--- src/rtl/rf_seq.sv ---
// rf_seq: sequences one read-execute-write operation against an external register file.
// Optional RF_SEQ_FLAGS_EN adds registered zero/carry flag outputs.
module rf_seq (
  input  logic        clk,
  input  logic        reset,
  input  logic        start,
  input  logic [0:1]  op,
  input  logic [0:2]  src_a,
  input  logic [0:2]  src_b,
  input  logic [0:2]  dst,
  input  logic [0:15] rf_d_out_a,
  input  logic [0:15] rf_d_out_b,
  output logic [0:2]  rf_rd_addr_a,
  output logic [0:2]  rf_rd_addr_b,
  output logic        rf_wr,
  output logic [0:2]  rf_wr_addr,
  output logic [0:15] rf_d_in,
  output logic        busy,
  output logic        done,
  output logic [0:15] result
`ifdef RF_SEQ_FLAGS_EN
  ,
  output logic        zero,
  output logic        carry
`endif
);
  typedef enum logic [2:0] {IDLE, READ, EXEC, WRITE, DONE} state_t;
  state_t      state_q, state_d;
  logic [0:1]  op_q, op_d;
  logic [0:2]  src_a_q, src_a_d, src_b_q, src_b_d, dst_q, dst_d;
  logic [0:15] opa_q, opa_d, opb_q, opb_d, result_q, result_d;
  logic [0:16] alu;
  logic        zero_q, zero_d, carry_q, carry_d;
  always_comb begin
    state_d = state_q;
    case (state_q)
      IDLE:    state_d = start ? READ : IDLE;
      READ:    state_d = EXEC;
      EXEC:    state_d = WRITE;
      WRITE:   state_d = DONE;
      default: state_d = IDLE;
    endcase
  end
  wire take = (state_q == IDLE) && start;
  // Bit 0 of alu is carry-out for ADD and borrow for SUB; always 0 for AND/MOV.
  always_comb begin
    alu = op_q == 2'b00 ? {1'b0, opa_q} + {1'b0, opb_q} :
          op_q == 2'b01 ? {1'b0, opa_q} - {1'b0, opb_q} :
          op_q == 2'b10 ? {1'b0, opa_q & opb_q} : {1'b0, opa_q};
    op_d     = take ? op    : op_q;
    src_a_d  = take ? src_a : src_a_q;
    src_b_d  = take ? src_b : src_b_q;
    dst_d    = take ? dst   : dst_q;
    opa_d    = state_q == READ ? rf_d_out_a : opa_q;
    opb_d    = state_q == READ ? rf_d_out_b : opb_q;
    result_d = state_q == EXEC ? alu[1:16] : result_q;
    zero_d   = state_q == EXEC ? alu[1:16] == 16'h0000 : zero_q;
    carry_d  = state_q == EXEC ? alu[0] : carry_q;
  end
  always_ff @(posedge clk or posedge reset) begin
    if (reset) begin
      state_q  <= IDLE;
      op_q     <= '0;
      src_a_q  <= '0;
      src_b_q  <= '0;
      dst_q    <= '0;
      opa_q    <= '0;
      opb_q    <= '0;
      result_q <= '0;
      zero_q   <= 1'b0;
      carry_q  <= 1'b0;
    end else begin
      state_q  <= state_d;
      op_q     <= op_d;
      src_a_q  <= src_a_d;
      src_b_q  <= src_b_d;
      dst_q    <= dst_d;
      opa_q    <= opa_d;
      opb_q    <= opb_d;
      result_q <= result_d;
      zero_q   <= zero_d;
      carry_q  <= carry_d;
    end
  end
  assign rf_rd_addr_a = src_a_q;
  assign rf_rd_addr_b = src_b_q;
  assign rf_wr        = state_q == WRITE;
  assign rf_wr_addr   = dst_q;
  assign rf_d_in      = result_q;
  assign busy         = state_q != IDLE;
  assign done         = state_q == DONE;
  assign result       = result_q;
`ifdef RF_SEQ_FLAGS_EN
  assign zero  = zero_q;
  assign carry = carry_q;
`else
  wire unused_flags = zero_q ^ carry_q;
`endif
endmodule

--- config.mk ---
export PLATFORM = sky130hd
export DESIGN_NAME = rf_seq
export DESIGN_NICKNAME = d
export VERILOG_FILES = /design/src/rtl/rf_seq.sv
export SDC_FILE = /design/constraint.sdc
export NUM_CORES = 1
export LEC_CHECK = 0
export ABC_AREA = 0
export CORE_ASPECT_RATIO = 0.9
export CORE_MARGIN = 2
export CORE_UTILIZATION = 50
export CTS_CLUSTER_SIZE = 8
export DETAILED_ROUTE_END_ITERATION = 7
export DONT_BUFFER_PORTS = 1
export PLACE_DENSITY = 0.63
export SYNTH_ARGS = -nofsm -noshare
export SYNTH_HDL_FRONTEND = slang
export SYNTH_SLANG_ARGS = --single-unit
--- constraint.sdc ---
create_clock -name clk -period 2.8 [get_ports clk]
set_clock_uncertainty 0.05 [all_clocks]
set_input_delay 0.28 -clock clk [delete_from_list [all_inputs] [get_ports clk]]
set_output_delay 0.28 -clock clk [all_outputs]
set_load 0.1 [all_outputs]
== Word-level counts from Yosys, hierarchy flattened ==
Index checks and enable logic that the tools add are counted.

* Register bits: 62
* Bits in latches: 0
* Bits in writable memories: 0
* Memory bits (read-only): 0
* Input port bits: 46
* Output and inout port bits: 44
* Word-level logic and storage cells: 26
* Memories: 0

* $add $sub $neg: 2
* $mul: 0
* Divide/modulo/power cells: 0
* Order comparisons: 0
* Equal/unequal tests: 6
* Shifts and indexed selects: 0
* Multiplexer cells: 5
* Bitwise operators: 1
* Reductions and logical operators: 4

{| class="wikitable"
|+ Operators with widths
! kind !! number
|-
| $mux W16 || 3
|-
| $add A16 B16 Y16 || 1
|-
| $and A16 B16 Y16 || 1
|-
| $sub A16 B16 Y16 || 1
|-
| $pmux W3 S4 || 1
|-
| $eq A3 B2 Y1 const B || 2
|-
| $eq A3 B1 Y1 const B || 1
|-
| $eq A3 B3 Y1 const B || 1
|-
| $logic_not A3 Y1 || 1
|-
| $reduce_bool A3 Y1 || 1
|-
| $eq A2 B1 Y1 const B || 1
|-
| $eq A2 B2 Y1 const B || 1
|-
| $logic_not A2 Y1 || 1
|-
| $logic_and A1 B1 Y1 || 1
|-
| $mux W1 || 1
|}

== Depth between registers and ports, before layout ==
* Depth after elaboration: 4
* Mapped depth: 9
* Mapped depth without buffers: 9

== Worst setup path after synthesis ==
Ideal clock, no wire load.

* Kind: register to output
* Start point: register state_q[2]
* End point: output port done
* Arrival: 2.630 ns
* Data required time: 2.470 ns
* Slack: -0.160 ns
* Stages on the path, launching flop included: 2
* Buffers on the path: 0
* Path through: dfrtp_1 -> nor3b_1

* Longest elaborated chain between the ends: 1

{| class="wikitable"
|+ RTL lines
! item !! line !! RTL
|-
| from (decl) || 28 || <nowiki>state_t state_q, state_d;</nowiki>
|-
| from (signal assigned) || 73 || <nowiki>state_q <= state_d;</nowiki>
|-
| $eq A3 B3 Y1 || 91 || <nowiki>assign done = state_q == DONE;</nowiki>
|-
| to (decl) || 19 || <nowiki>output logic done,</nowiki>
|}

No other way between the ends.

== Final worst setup path ==
* Start point: register opa_q[15] (netlist bit)
* End point: register result_q, in the netlist result[1]

* Longest elaborated chain between the ends: 3
* Elaborated cells on any way between the ends: 4
* Classes of those cells: add/sub (2); mux (2)

{| class="wikitable"
|+ RTL lines
! item !! line !! RTL
|-
| from (decl) || 31 || <nowiki>logic [0:15] opa_q, opa_d, opb_q, opb_d, result_q, result_d;</nowiki>
|-
| from (signal assigned) || 78 || <nowiki>opa_q <= opa_d;</nowiki>
|-
| $sub A16 B16 Y16 || 48 || <nowiki>op_q == 2'b01 ? {1'b0, opa_q} - {1'b0, opb_q} :</nowiki>
|-
| $mux W16 || 48 ||
|-
| $mux W16 (*) || 47 || <nowiki>alu = op_q == 2'b00 ? {1'b0, opa_q} + {1'b0, opb_q} :</nowiki>
|-
| to (signal assigned) || 80 || <nowiki>result_q <= result_d;</nowiki>
|-
| to (decl) || 31 ||
|}

Every way passes the cells marked *; elsewhere a longest branch is shown, timed or not.
A chain may end at the register's enable or synchronous reset.

==> out/results.tsv <==
metric	value	unit
dpl ws	0.206	ns
IO buf count	0	
Post-DRT Antenna Nets	0	
Synth Register Bits	62	
Largest delay share family, worst path	compound AO/OA/AOI/OAI gates	
Crit Path Class	reg -> reg	
CP endpoint kind	flip-flop	
Die X	105	µm
largest net degree at the start of global routing	30	
hold crit path type	in -> reg	
status	finished, final reports clean	
max incr delay on CP	0.40	ns
DIE AREA	0.0101	mm²
Worst setup SP type	flip-flop	
Max-slew headroom	35.5	%
register area share after synthesis	33.5	%
RSZ-0062 raised after global routing	no	
share of cells above drive strength 1	23.9	%
Detailed Route WL	11100	µm
wire per inst	17.7	µm
Antenna Diode Count	0	
Final Slew Violations	0	
setup violators final	0	
global-route wire length before repair	18500	µm
max_cap viols	0	
Worst-Margin Slew	0.968	ns
Area Overhead vs Synth	10.0	%
final-report hold violation count	0	
Top FF cell, synth	dfrtp_1	
Worst-path clk slew	0.08	ns
CP required	3.02	ns
vias per cell	5.82	
HPWL reported at the end of detailed placement	8230	µm
Worst path slowest cell	fa_1	
crit share post-route	93.4	%
Residual DRC	0	
Num CTS Buffers	9	
via count	3637	
Buf/Inv on CP	1	
GR Overflow Total	0	
Mapped Area	0.00464	mm²
RePlAce Congestion	0.907	
Worst Hold Margin	0.00634	ns
post-route cell area	0.00510	mm²
post-synth cell types	73	
Arr. time, crit path	2.83	ns
Synth Instances	492	
syn_area_per_cell	9.42	µm²
Total GRT Usage	23.5	%
FFs w/ async S/R, synth	100	%
post-route setup slack	0.186	ns
initial antenna violation count	0	
starting density of the core	51.3	%
Rows	33	
CP Cell Sequence	inv_1, ha_1, fa_1, nand2b_1, a211oi_1, o211ai_1, a31oi_1, o221ai_1, a21oi_1	
TritonCTS Sinks	62	
H-tree levels	3	
first-pass detailed-route iteration total	5	
placement-stage cell area	0.00475	mm²
Die Ht	95.3	µm
I/O pin total	90	
Root Buffer	clkbuf_8	
vias in the first global route	3569	
YS warnings	0	
1st-iter DRT viols	200	
setup TNS	0	ns
clk buf depth	2	
Clock Latency Late Sink	0.34	ns
syn nets	571	
Crit Path Max Fanout	3	
Period minus WS final	2.61	ns
fin nets	577	
Fmax achieved	0.383	GHz
TritonCTS clock tree	done	
post-CTS setup buffers	0	
Core Region	0.00904	mm²
Post-synth EDFFs	0	
==> final timing paths <==
check                               start             to  slack [ns]  cells past startpoint
hold / removal             rf_d_out_b[13]      opb_q[13]       0.006                      2
setup reg to reg                opa_q[15]      result[1]        0.19                      9
setup / recovery                opa_q[15]      result[1]        0.19                      9
min in group asynchronous           reset  rf_wr_addr[2]        0.43                      2
hold reg to reg                result[10]     result[10]        0.49                      1
max in group asynchronous           reset      result[2]        1.51                      3
==> what timing repair did <==
action,4_1_cts,5_1_grt
gates resized for setup,0,0
hold buffers,8,5
endpoints found under the hold margin,32,5
==> cell usage after synthesis, drive strengths merged (2+ instances only) <==
| library cell | instances | share of area (%) |
|---|---|---|
| a221oi | 2 | 0.38 |
| a21o | 3 | 0.49 |
| o21bai | 4 | 0.73 |
| buf | 32 | 4.8 |
| or3 | 4 | 0.54 |
| a311oi | 2 | 0.51 |
| xor2 | 3 | 0.57 |
| o31ai | 3 | 0.49 |
| xnor2 | 11 | 2.1 |
| o21a | 4 | 0.65 |
| and3b | 3 | 0.57 |
| fa | 2 | 0.86 |
| a211o | 2 | 0.38 |
| clkbuf | 11 | 0.89 |
| nand4 | 2 | 0.27 |
| nor2b | 6 | 1.1 |
| nor2 | 25 | 2.2 |
| mux2 | 33 | 8.0 |
| o21ai | 36 | 4.0 |
| dfrtp | 62 | 33 |
| and4 | 2 | 0.38 |
| a31oi | 7 | 0.94 |
| a221o | 2 | 0.43 |
| or2 | 2 | 0.32 |
| inv | 32 | 2.6 |
| nand3 | 7 | 0.76 |
| mux4 | 4 | 2.0 |
| mux2i | 10 | 2.2 |
| a2111oi | 2 | 0.51 |
| a211oi | 11 | 2.1 |
| a21oi | 32 | 3.8 |
| nand2 | 49 | 4.0 |
| ha | 31 | 8.4 |
| nor3b | 5 | 1.0 |
| o211ai | 10 | 1.9 |
| nor3 | 8 | 0.86 |
| nand2b | 8 | 1.1 |
| nor4 | 5 | 1.0 |
==> through the flow <==
stage / std cells / util (%)
6_report: 625 / 56.4
5_1_grt: 625 / 56.4
4_1_cts: 620 / 55.9
3_5_place_dp: 596 / 52.5
3_3_place_gp: 596 / 52.5
2_1_floorplan: 492 / -
==> worst reg2reg max path: stages, from the launching register on <==
cell and delay, ns:
dfrtp_1 0.38, inv_1 0.07, ha_1 0.24, fa_1 0.40, nand2b_1 0.21, a211oi_1 0.31, o211ai_1 0.20, a31oi_1 0.35
o221ai_1 0.18, a21oi_1 0.16
==> area by class of cell <==
cell class / instances / area (µm²)
fill: 849 / 3940
multi-input combinational: 355 / 2720
sequential: 62 / 1570
timing repair buffer: 38 / 318
tap: 122 / 153
clock buffer: 9 / 124
inverter: 32 / 120
clock inverter: 7 / 98.8
==> logic make-up after synthesis <==
kind of cell               after synthesis  synth area share (%)
DFF                                     62                  33.5
and+or+nand+nor                        132                  15.1
muxes                                   47                  12.2
buffers and inverters                   75                  8.29
xor gates and xnor gates                14                  2.65
AOI/OAI and AO/OA                      129                  19.1
adders and majority gates               33                  9.23
==> layout by cell type, fill, tap and decap left out, types with 3 or more instances in the layout <==
cell,count
mux4_2,3
o21ai_0,30
nor4_1,4
nand3_1,7
a31oi_1,7
ha_1,31
nor3b_2,3
mux2_2,33
dfrtp_1,46
nor2b_1,3
a211oi_2,3
nor3_1,8
nor2_1,24
clkinv_4,3
clkbuf_8,9
or3_1,4
and3b_1,3
xnor2_1,11
dfrtp_2,16
o31ai_1,3
o211ai_1,9
mux2i_1,10
nand2b_1,7
o21ai_1,5
xor2_1,3
o21a_1,4
dlygate4sd3_1,13
o21bai_1,3
buf_4,25
a211oi_1,8
inv_1,28
a21oi_1,30
a21o_1,3
inv_2,4
nand2_1,49
==> sequential cells by signal (all words and copies together), names as in the netlist <==
register / flops
opa_q: 16
rf_rd_addr_a: 3
op_q: 2
opb_q: 16
rf_rd_addr_b: 3
state_q: 3
result: 16
rf_wr_addr: 3
==> metal layers <==
metal / global-route usage (%) / part of all wire [%]
met5: 0 / 0
met4: 5.70 / 0.87
met1: 33.4 / 47
met2: 36.7 / 44
met3: 5.26 / 7.8
Power is not shown: default switching activity piles up to over one toggle a cycle in this logic, so the estimate is an artifact.
